**config.mk**
```make
export PLATFORM = sky130hd
export DESIGN_NAME = light_mode_decoder
export DESIGN_NICKNAME = d
export VERILOG_FILES = /design/src/rtl/light_mode_decoder.sv
export SDC_FILE = /design/constraint.sdc
export NUM_CORES = 1
export LEC_CHECK = 0
export CAP_MARGIN = 0
export CORE_ASPECT_RATIO = 1.4
export CORE_MARGIN = 2
export CORE_UTILIZATION = 54
export DETAILED_ROUTE_END_ITERATION = 7
export PLACE_DENSITY_LB_ADDON = 0.05
export SLEW_MARGIN = 10
export SYNTH_ARGS = -nofsm -noshare
export SYNTH_HDL_FRONTEND = slang
export SYNTH_SLANG_ARGS = --single-unit
```
**constraint.sdc**
```tcl
create_clock -name clk -period 2.3 [get_ports clk]
set_input_delay 0.46 -clock clk [delete_from_list [all_inputs] [get_ports clk]]
set_output_delay 0.46 -clock clk [all_outputs]
set_load 0.05 [all_outputs]
```
**src/rtl/light_mode_decoder.sv**
```systemverilog
// Bike-light mode decoder: accepts a 2-bit mode code over valid/ready and applies it at PWM frame boundaries.
// Optional BLINK_RESTART_EN: restart the blink generator (phase on) when a boundary switches into blink.
module light_mode_decoder #(
  parameter int unsigned BLINK_HALF = 25000000,
  parameter int unsigned PWM_BITS   = 8,
  parameter int unsigned DIM_DUTY   = 32
) (
  input  logic       clk,
  input  logic       rst_n,
  input  logic [1:0] code,
  input  logic       code_valid,
  output logic       code_ready,
  output logic [3:0] mode,
  output logic       light
);

  localparam int unsigned BW = (BLINK_HALF > 1) ? $clog2(BLINK_HALF) : 1;

  localparam logic [PWM_BITS-1:0] PWM_MAX    = '1;
  localparam logic [PWM_BITS:0]   DUTY       = (PWM_BITS+1)'(DIM_DUTY);
  localparam logic [BW-1:0]       BLINK_LAST = BW'(BLINK_HALF - 1);

  localparam logic [3:0] MODE_OFF   = 4'b0001;
  localparam logic [3:0] MODE_ON    = 4'b0010;
  localparam logic [3:0] MODE_BLINK = 4'b0100;
  localparam logic [3:0] MODE_DIM   = 4'b1000;

  localparam logic [1:0] CODE_BLINK = 2'b10;

  typedef enum logic {
    S_IDLE,
    S_PEND
  } state_t;

  state_t              state, state_nxt;
  logic [1:0]          pend_code, pend_nxt;
  logic [3:0]          mode_nxt;
  logic                ready_nxt;
  logic                light_nxt;
  logic                apply;
  logic [PWM_BITS-1:0] pwm_cnt;
  logic                boundary;
  logic [BW-1:0]       blink_cnt;
  logic                phase;
  logic                blink_wrap;
  logic                blink_restart;

  // Mode is only ever written from this decode, so it is always one-hot.
  function automatic logic [3:0] decode(input logic [1:0] c);
    case (c)
      2'b00:   decode = MODE_OFF;
      2'b01:   decode = MODE_ON;
      2'b10:   decode = MODE_BLINK;
      default: decode = MODE_DIM;
    endcase
  endfunction

  assign boundary   = (pwm_cnt == PWM_MAX);
  assign blink_wrap = (blink_cnt == BLINK_LAST);

`ifdef BLINK_RESTART_EN
  assign blink_restart = apply && (pend_code == CODE_BLINK) && (mode != MODE_BLINK);
`else
  assign blink_restart = 1'b0;
`endif

  // Handshake/apply state register
  always_ff @(posedge clk) begin
    if (!rst_n) begin
      state      <= S_IDLE;
      pend_code  <= 2'b00;
      mode       <= MODE_OFF;
      code_ready <= 1'b1;
      light      <= 1'b0;
    end else begin
      state      <= state_nxt;
      pend_code  <= pend_nxt;
      mode       <= mode_nxt;
      code_ready <= ready_nxt;
      light      <= light_nxt;
    end
  end

  // Next-state: capture on handshake, apply on frame boundary
  always_comb begin
    state_nxt = state;
    pend_nxt  = pend_code;
    mode_nxt  = mode;
    apply     = 1'b0;
    light_nxt = 1'b0;

    case (state)
      S_IDLE: begin
        if (code_valid && code_ready) begin
          pend_nxt  = code;
          state_nxt = S_PEND;
        end
      end
      S_PEND: begin
        if (boundary) begin
          mode_nxt  = decode(pend_code);
          apply     = 1'b1;
          state_nxt = S_IDLE;
        end
      end
      default: state_nxt = S_IDLE;
    endcase

    ready_nxt = (state_nxt == S_IDLE);

    case (mode)
      MODE_ON:    light_nxt = 1'b1;
      MODE_BLINK: light_nxt = phase;
      MODE_DIM:   light_nxt = ({1'b0, pwm_cnt} < DUTY);
      default:    light_nxt = 1'b0;
    endcase
  end

  // Free-running PWM frame counter
  always_ff @(posedge clk) begin
    if (!rst_n) begin
      pwm_cnt <= '0;
    end else begin
      pwm_cnt <= pwm_cnt + PWM_BITS'(1);
    end
  end

  // Blink half-period generator; runs regardless of mode
  always_ff @(posedge clk) begin
    if (!rst_n) begin
      blink_cnt <= '0;
      phase     <= 1'b1;
    end else if (blink_restart) begin
      blink_cnt <= '0;
      phase     <= 1'b1;
    end else if (blink_wrap) begin
      blink_cnt <= '0;
      phase     <= ~phase;
    end else begin
      blink_cnt <= blink_cnt + BW'(1);
    end
  end

endmodule

```
==> summary.md <==
| Metric | Value |
|---|---|
| Number of nets in the final layout | `229` |
| Clock period minus worst slack | `1.97 ns` |
| Fraction of the yosys area taken by sequential cells | `between 40% and 50%` |
| Post-Syn Area per Cell | `roughly 9.2 sq um` |
| Launching element of the worst setup path | `mode[3]` |
| Mapped Cells | `210` |
| Non-Filler Cell Area, Final | `approximately 0.0021 sq mm` |
| Total power | `0.00130 W` |
| Reg-to-reg startpoint | `blink_cnt[0]` |
| Routed metal-1 wire length | `1.50 mm` |
| TritonCTS clock tree | `built` |
| Worst-skew pair later-pin latency | `roughly 0.29 ns` |
| Clock transition at the register clock pins on the worst setup and hold paths after CTS | `approximately 0.080 ns` |
| Power per Cell Area | `611 mW/mm^2` |
| Family with the most delay on the worst path | `buffers and inverters` |
| Maximum cell stage delay along the critical path | `0.82 ns` |
| Die outline area | `about 0.0041 sq mm` |
| Slew Limit Fails | `0` |
| Setup TNS | `0 ns` |
| Max Fanout on Critical Path | `5` |
| Fill cell count | `between 300 and 400` |
| Transition at the pin with the smallest max-transition slack | `roughly 0.49 ns` |
| Final setup slack of the worst path | `0.330 ns` |
| Area growth from synthesis to layout | `9.96%` |
| Count of input and output buffers | `10` |
| Min-delay worst type | `reg2reg` |
| Metal3 WL | `about 110 um` |
| Global-route wire length before repair | `between 6 and 7 mm` |
| Category of the worst setup path capture point | `output port` |
| Top cells by area, synth | `sky130_fd_sc_hd__dfxtp_1, sky130_fd_sc_hd__xor2_1, sky130_fd_sc_hd__nand3_1, sky130_fd_sc_hd__nor2_1, sky130_fd_sc_hd__nand2_1` |
| Hold Vio Cnt, Final | `0` |
| Slew headroom | `between 60% and 70%` |
| Remaining antenna violation count | `0` |
| Met2 layer wire length in the routed design | `just under 2 mm` |
| Maximum ir drop on the vdd rail | `~0.0005 V` |
| Maximum level of the CTS H-tree | `2` |
| Bufs and invs on worst path | `1` |
| Top cells by instance count after synthesis | `sky130_fd_sc_hd__dfxtp_1, sky130_fd_sc_hd__nor2_1, sky130_fd_sc_hd__nand2_1` |
| Clock tree root driver cell | `sky130_fd_sc_hd__clkbuf_8` |
| Slowest cell on the critical path | `sky130_fd_sc_hd__clkdlybuf4s50_1` |
| Number of warning messages in the yosys log | `0` |
| Core ar. | `roughly 0.0034 sq mm` |
| Initial core utilization | `between 50% and 60%` |
| Initial DRC count | `26` |
| First-pass iteration count of the detailed router | `4` |
| Final setup viols | `0` |
| DR DRC count | `0` |
| Worst slack at placement | `between 0.5 and 0.6 ns` |
| Area taken by flip-flops and latches | `861 sq um` |
| Area leader, netlist | `sky130_fd_sc_hd__dfxtp_1` |
| Combined area of the multi-input logic cells | `0.00100 sq mm` |
| Number of rows created at floorplan | `25` |
| Clock Path Buffers | `2` |
| Distinct cell type count of the synthesized netlist | `slightly above 40` |
| Worst Clk Skew | `roughly 0.004 ns` |
| CTS resizes | `0` |
| Leak Pwr | `0.743 nW` |
| Number of buffers inserted for hold repair after clock tree synthesis | `0` |
| Most common cell in the synthesized netlist | `sky130_fd_sc_hd__dfxtp_1` |
| Arrival time reported for the critical path endpoint | `about 1.5 ns` |
| Instance area after placement | `0.00204 sq mm` |
| Number of flops mapped to enable cells by yosys | `0` |
| Top metal layer carrying routed signals | `met4` |
| Syn_nets | `~220` |
| Max capacitance violation total | `0` |
| Clk sinks | `43` |
| Estimated wirelength of the detail-placed design | `around 2.7 mm` |
| Critical path type | `reg2out` |
| CTS buffer count | `5` |
| Share of layout cells above drive strength 1 | `between 8 and 9%` |
| Type of element launching the critical path | `flop` |
| Top-area cell type share of the netlist area | `between 40% and 50%` |
| Final Util | `about 62%` |
| Result of the run | `finished clean` |
| Initial antenna violation count | `0` |
| Die width | `approximately 55 um` |
| Async set-reset flop share out of synthesis | `0%` |
| Die boundary height | `approximately 75 um` |
| Number of setup buffers added after CTS | `0` |
| Maximum clock frequency | `slightly above 500 MHz` |
| Detailed-route wire length per cell | `about 14 um` |
| #FFs+latches synth | `43` |
| Via count of the first global-routing pass | `roughly 1400` |
| Final routed wirelength across all metal layers | `~3.7 mm` |
| Post-route fraction of the period consumed by the critical path | `between 80 and 90%` |
| Overall Global Routing Usage | `20.3%` |
| Number of antenna diodes | `0` |
| Unrepaired setup endpoints after global routing | `no` |
| Launch point of the worst hold path | `blink_cnt[0]` |
| Critical Path, Cell by Cell | `clkdlybuf4s50_1` |
| Residual overflow from global routing | `0` |
| GPL Wtd Cong | `between 0.7 and 0.8` |
| Maximum number of pins on one net before global-route repair | `25` |
| Via-to-Cell Ratio | `between 5 and 6` |
| Most used flip-flop cell after synthesis | `sky130_fd_sc_hd__dfxtp_1` |
| Netlist Area Pre-Place | `approximately 0.0019 sq mm` |
| Count of pins on the block boundary | `11` |
| Overall via count from detail_route | `approximately 1500` |
| Worst endpoint required time | `1.84 ns` |
==> cells by family (layout without fill, tap and decap cells) <==
family | count (synthesis) | count (layout) | synth area share (%)
flops | 43 | 43 | 44.5
buf+inv | 10 | 23 | 3.56
simple gates | 103 | 103 | 31.2
mux | 4 | 4 | 2.07
compound gates | 30 | 30 | 9.19
fa+ha+maj | 2 | 2 | 1.29
xor+xnor | 18 | 18 | 8.15
==> metal layers <==
metal / track usage [%] / up-vias
met3: 4.17 / 6
met5: 0 / -
li1: - / 769
met4: 9.17 / 0
met1: 21.5 / 733
met2: 37.2 / 28
==> path summary, 6_finish.rpt <==
check                  end  cells after the start  slack, ns
max                mode[3]                      1       0.33
max reg2reg  blink_cnt[24]                      5       0.57
min reg2reg   blink_cnt[0]                      1       0.47
min           blink_cnt[0]                      1       0.47
==> sequential cells by signal, summed over array words and instances (netlist names) <==
signal and count:
pend_code 2, mode 4, state 1, pwm_cnt 8, phase 1, light 1
code_ready 1, blink_cnt 25
==> layout make-up <==
type | instances | area share [%]
clock buffers | 6 | 3.41
clock inverters | 2 | 0.588
inverters | 3 | 0.529
multi-input cells | 157 | 47.2
flip-flops and latches | 43 | 40.5
well taps | 40 | 2.35
repair buffers | 12 | 5.41
==> report_power, final <==
part / internal [W] / leakage, nW / switching, W
Sequential: 0.000758 / 0.348 / 0.0000131
Clock: 0.000212 / 0.0412 / 0.000259
Combinational: 0.0000273 / 0.353 / 0.0000297
==> cells in the final DEF, fill, tap and decap left out, drive strengths merged, types with 6 or more instances in the layout <==
master         netlist  routed
a21oi               11      11
and2                 8       8
and3                 7       7
clkbuf               2       6
clkdlybuf4s50        0      10
dfxtp               43      43
nand2               15      15
nand3               14      14
nand4                8       8
nor2                16      16
nor2b                6       6
o21ai                9       9
or3                  7       7
xnor2                6       6
xor2                12      12
==> stage by stage <==
| step | hold WS, ns | cells |
|---|---|---|
| global placement | 0.424 | 255 |
| floorplan | 0.413 | 210 |
| global route | 0.484 | 263 |
| detailed placement | 0.449 | 255 |
| finish | 0.465 | 263 |
| CTS | 0.467 | 263 |
No activity file was read; power rests on OpenSTA's default activity.
